<file path="src/rtl/uart_pkg.sv">
// Shared constants and entry type for the UART receive path.
package uart_pkg;

  localparam int UART_DATA_W = 8;
  localparam int RXF_ENTRY_W = UART_DATA_W + 1;
  localparam int RXF_DEPTH   = 16;
  localparam int RXF_ADDR_W  = $clog2(RXF_DEPTH);
  localparam int RXF_THRESH  = 8;

  // One buffered byte plus its framing-error tag; err sits in the MSB.
  typedef struct packed {
    logic                   err;
    logic [UART_DATA_W-1:0] data;
  } rxf_entry_t;

endpackage

</file>
<file path="src/rtl/uart_fifo_ram.sv">
// Storage array for the RX FIFO: synchronous write, asynchronous read, no reset.
module uart_fifo_ram
  import uart_pkg::*;
#(
  parameter int DEPTH  = RXF_DEPTH,
  parameter int ADDR_W = RXF_ADDR_W
) (
  input  logic                   clk,
  input  logic                   we,
  input  logic [ADDR_W-1:0]      waddr,
  input  logic [RXF_ENTRY_W-1:0] wdata,
  input  logic [ADDR_W-1:0]      raddr,
  output logic [RXF_ENTRY_W-1:0] rdata
);

  logic [RXF_ENTRY_W-1:0] mem [DEPTH];

  // Write port: one entry per accepted push.
  always_ff @(posedge clk) begin
    if (we) begin
      mem[waddr] <= wdata;
    end
  end

  assign rdata = mem[raddr];

endmodule

</file>
<file path="src/rtl/uart_rx_fifo.sv">
// Receive buffer behind the UART RX: edge-detects done, queues {err,data}
// entries, presents the head first-word-fall-through, flags overrun and
// raises a level-threshold interrupt.
module uart_rx_fifo
  import uart_pkg::*;
#(
  parameter int DEPTH  = RXF_DEPTH,
  parameter int ADDR_W = RXF_ADDR_W,
  parameter int THRESH = RXF_THRESH
) (
  input  logic              clk,
  input  logic              rst,
  input  logic [7:0]        rx_data,
  input  logic              rx_done,
  input  logic              rx_error,
  input  logic              pop,
  input  logic              flush,
  input  logic              clr_overrun,
  output logic [7:0]        rd_data,
  output logic              rd_err,
  output logic              empty,
  output logic              full,
  output logic [ADDR_W:0]   level,
  output logic              overrun,
  output logic              irq
);

  localparam logic [ADDR_W:0]   LVL_DEPTH  = (ADDR_W+1)'(DEPTH);
  localparam logic [ADDR_W:0]   LVL_THRESH = (ADDR_W+1)'(THRESH);
  localparam logic [ADDR_W:0]   LVL_ONE    = (ADDR_W+1)'(1);
  localparam logic [ADDR_W-1:0] PTR_ONE    = ADDR_W'(1);

  logic              done_q;
  // Low for the first cycle out of reset so a done held across reset
  // release is never mistaken for a fresh edge.
  logic              armed;
  logic [ADDR_W-1:0] wr_ptr;
  logic [ADDR_W-1:0] rd_ptr;

  logic              push;
  logic              pop_ok;
  logic              push_ok;
  logic              we;
  logic              ovr_new;
  logic [ADDR_W:0]   level_nxt;

  rxf_entry_t              wr_entry;
  rxf_entry_t              head;
  logic [RXF_ENTRY_W-1:0]  ram_rdata;

  assign wr_entry = '{err: rx_error, data: rx_data};
  assign head     = rxf_entry_t'(ram_rdata);

  uart_fifo_ram #(
    .DEPTH  (DEPTH),
    .ADDR_W (ADDR_W)
  ) u_ram (
    .clk   (clk),
    .we    (we),
    .waddr (wr_ptr),
    .wdata (wr_entry),
    .raddr (rd_ptr),
    .rdata (ram_rdata)
  );

  // Event arbitration: flush beats everything; push into a full FIFO only
  // lands when a same-cycle pop frees the slot, otherwise it is an overrun.
  always_comb begin
    push      = rx_done & ~done_q & armed;
    pop_ok    = pop & ~empty;
    push_ok   = push & (~full | pop_ok);
    we        = push_ok & ~flush;
    ovr_new   = push & full & ~pop_ok & ~flush;
    level_nxt = level;
    if (flush) begin
      level_nxt = '0;
    end else begin
      case ({push_ok, pop_ok})
        2'b10:   level_nxt = level + LVL_ONE;
        2'b01:   level_nxt = level - LVL_ONE;
        default: level_nxt = level;
      endcase
    end
  end

  // Pointers, level, status flags, sticky overrun and irq.
  always_ff @(posedge clk) begin
    if (!rst) begin
      done_q  <= 1'b0;
      armed   <= 1'b0;
      wr_ptr  <= '0;
      rd_ptr  <= '0;
      level   <= '0;
      empty   <= 1'b1;
      full    <= 1'b0;
      overrun <= 1'b0;
      irq     <= 1'b0;
    end else begin
      done_q <= rx_done;
      armed  <= 1'b1;
      if (flush) begin
        wr_ptr <= '0;
        rd_ptr <= '0;
      end else begin
        if (we) begin
          wr_ptr <= wr_ptr + PTR_ONE;
        end
        if (pop_ok) begin
          rd_ptr <= rd_ptr + PTR_ONE;
        end
      end
      level <= level_nxt;
      empty <= (level_nxt == '0);
      full  <= (level_nxt == LVL_DEPTH);
      irq   <= (level_nxt >= LVL_THRESH);
      if (ovr_new) begin
        overrun <= 1'b1;
      end else if (clr_overrun) begin
        overrun <= 1'b0;
      end
    end
  end

  // Head entry, forced to zero while the FIFO is empty.
  always_comb begin
    rd_data = 8'h00;
    rd_err  = 1'b0;
    if (!empty) begin
      rd_data = head.data;
      rd_err  = head.err;
    end
  end

endmodule

</file>
<file path="config.mk">
export PLATFORM = sky130hd
export DESIGN_NAME = uart_rx_fifo
export DESIGN_NICKNAME = d
export VERILOG_FILES = /design/src/rtl/uart_pkg.sv /design/src/rtl/uart_fifo_ram.sv /design/src/rtl/uart_rx_fifo.sv
export SDC_FILE = /design/constraint.sdc
export NUM_CORES = 1
export LEC_CHECK = 0
export ABC_AREA = 1
export BUFFER_PORTS_ARGS = -buffer_cell sky130_fd_sc_hd__buf_2
export CAP_MARGIN = 10
export CORE_MARGIN = 2
export CORE_UTILIZATION = 55
export CTS_CLUSTER_DIAMETER = 150
export CTS_CLUSTER_SIZE = 16
export DETAILED_ROUTE_END_ITERATION = 16
export HOLD_SLACK_MARGIN = 0.1
export PLACE_DENSITY = 0.83
export REMOVE_ABC_BUFFERS = 1
export SLEW_MARGIN = 20
export SYNTH_ARGS = -nofsm -noshare
export SYNTH_HDL_FRONTEND = slang
export SYNTH_SLANG_ARGS = --single-unit
</file>
<file path="constraint.sdc">
create_clock -name clk -period 3.1 [get_ports clk]
set_input_delay 0.62 -clock clk [delete_from_list [all_inputs] [get_ports clk]]
set_output_delay 0.62 -clock clk [all_outputs]
set_load 0.005 [all_outputs]
</file>
==> flow_summary.toml <==
[power_and_ir_drop]
peakVddDrop_uv = 442
p_leak_nw = 2.72
power_density_mw_per_mm2 = 615

[final_layout]
fin_cells = 788
fin_nets = 630
layout.area.seq_mm2 = 0.00479
multi_input_area_mm2 = 0.00175
synthToLayoutAreaGrowth_pct = 13.5
design_area_mm2 = 0.00776
nFillCells = 867
n_antenna_cell = 0
drive_gt1_share_pct = 16.0

[yosys]
yosys.area_share.simple_pct = 11.1
synth_adder_area_share_pct = 1.46
synth_xor_area_share_pct = 0.256
postSynthCellCount = 564
yosys.cell_types.count = 34
synth_area_mm2 = 0.00683
synth-compound-area-share_pct = 12.7
synth_seq_cells = 167
synth_warnings = 0
avgSynthCellArea_um2 = 12.1
synth.area.mux_share_pct = 0
yosysSeqAreaShare_pct = 70.0
synth_top_family_by_area = "compound AO/OA/AOI/OAI gates"

[drt]
wirelength_um = 14700
viasPerCell = 5.80
ant_nets = 0
drc_errors = 0
drt_iter0_markers = 568
dr.pass1.iters = 5
num_vias = 4568
wl_per_cell_um = 18.6

[clock_tree]
cts_hold_buf = 0
cts_buffers = 17
path_clk_slew_ps = 60
cts_setup_buffers = 0
insertion_delay_ps = 420
cts_tree = "done"
clockBufferDepth = 2
cts_max_level = 4
clock-sinks = 167
post_cts_resize_count = 0
root_buffer = "clkbuf_16"

[timing]
max_freq_mhz = 339
setup_viol = 0
timing.final.max_slew_violations = 0
slew_headroom_pct = 52.5
min_period_ps = 2950
period_share_pct = 95.2
final_hold_viol_count = 0
rsz0062_at_grt = "no"
fin_setup_tns_ps = 0
tightest_slew_ps = 712
fin_skew_ps = 8.28
layout_setup_ws_ps = 148

[critical_path]
crit_fanout = 42
startpoint_type = "register"
end_kind = "output pin"
crit_required_ps = 2480
critPathArrivalTime_ps = 2330
crit_type = "register to output pin"
rrSetupSlack_ps = 710

[floorplan]
die_h_um = 115
core_mm2 = 0.0121
num_rows = 40
io_pins = 33
initial_core_util_pct = 56.7
die_w_um = 115
die_area_mm2 = 0.0133

[place]
dp_cells = 756
gp_congestion = 0.816
io_buffers = 32
post-place-ws_ps = 343
postPlaceCellArea_mm2 = 0.00718
place_hpwl_um = 8890

[run_status]
outcome = "finished, final reports clean"

[global_routing]
antenna_found_initial = 0
grt_start_max_net_pins = 73
grt_overflow = 0
grt_first_pass_wirelength_um = 22800
groute.usage.overall_pct = 23.2
grt_pass1_vias = 4611

[run]
maxCapViolCount = 0

[hold_path]
worstHoldPathType = "input port to register"
## layer usage
metal  vias to the layer above  track usage, %  wire length [µm]
met2                       197            39.8              7650
met4                         0            13.2               384
met5                         -               0                 0
li1                       2133               -                 -
met1                      2200            27.4              5730
met3                        38            4.60               891
## critical path: stages, from the launching register on
cell      delay, ps
dfxtp_1         320
inv_2           510
o21ai_0         260
o221ai_1        210
nand3_1         160
a21oi_1         280
buf_2           160
## synthesized netlist by cell type, drive strengths merged
master  number  area [µm²]
a21oi       22         114
buf         24         159
clkbuf       5        20.0
clkinv       3        17.5
dfxtp       23         460
edfxtp     144        4320
ha           8         100
inv         27         104
nand2       47         191
nand3       18        95.1
nand3b       1        7.51
nand4        1        12.5
nor2       111         445
nor3         2        10.0
o211ai      16         120
o21ai       82         410
o221ai      20         175
o22ai        8        50.1
xnor2        1        8.76
xor2         1        8.76
## kinds of logic after synthesis
| family | Yosys count |
|---|---|
| AOI/OAI and AO/OA | 148 |
| xor gates and xnor gates | 2 |
| adders and majority gates | 8 |
| buffers and inverters | 59 |
| DFF | 167 |
| and+or+nand+nor | 180 |
## final cells by class
cell class | instances | area share [%]
Clock inverter | 11 | 1.69
Sequential cell | 167 | 61.7
Timing Repair Buffer | 53 | 4.14
Tap cell | 168 | 2.71
Clock buffer | 21 | 5.68
Multi-Input combinational cell | 338 | 22.5
Inverter | 30 | 1.56
## stage by stage
step                power [mW]  hold WS (ps)  utilization [%]
detailed placement        2.77           439             59.6
floorplan                 2.66           412                -
global route              4.90           338             64.3
CTS                       4.80           318             64.3
global placement          2.76           426             59.6
finish                    4.77           342             64.3
## power breakdown
part	switching (mW)	leakage, nW	internal [mW]
Combinational	0.180	0.965	0.0828
Sequential	0.0146	1.48	2.45
Clock	0.789	0.273	1.25
## worst paths after layout
path | start | to | depth (start not counted)
worst min-delay path | rst | armed | 1
worst max register to register | empty | empty | 17
worst min register to register | rd_ptr[3] | rd_ptr[3] | 1
worst max-delay path | register | rd_data[1] | 6
## cell usage in the layout, fill, tap and decap left out, types with 8 or more instances in the layout
| master | n |
|---|---|
| nor2_1 | 107 |
| clkbuf_16 | 17 |
| o21ai_1 | 17 |
| nand2_1 | 41 |
| o211ai_1 | 16 |
| inv_1 | 22 |
| buf_2 | 32 |
| edfxtp_1 | 144 |
| o22ai_1 | 8 |
| a21oi_1 | 21 |
| o221ai_1 | 20 |
| nand3_1 | 17 |
| dfxtp_1 | 22 |
| buf_4 | 20 |
| o21ai_0 | 65 |
| ha_1 | 8 |
## registers in the layout (all words and copies together), names as in the netlist, named ones only
| register | cells |
|---|---|
| rd_ptr | 4 |
| u_ram.mem | 144 |
| done_q | 1 |
| level | 5 |
| empty | 1 |
| irq | 1 |
| wr_ptr | 4 |
| armed | 1 |
| overrun | 1 |
| full | 1 |
(Power assumes the default switching activity.)
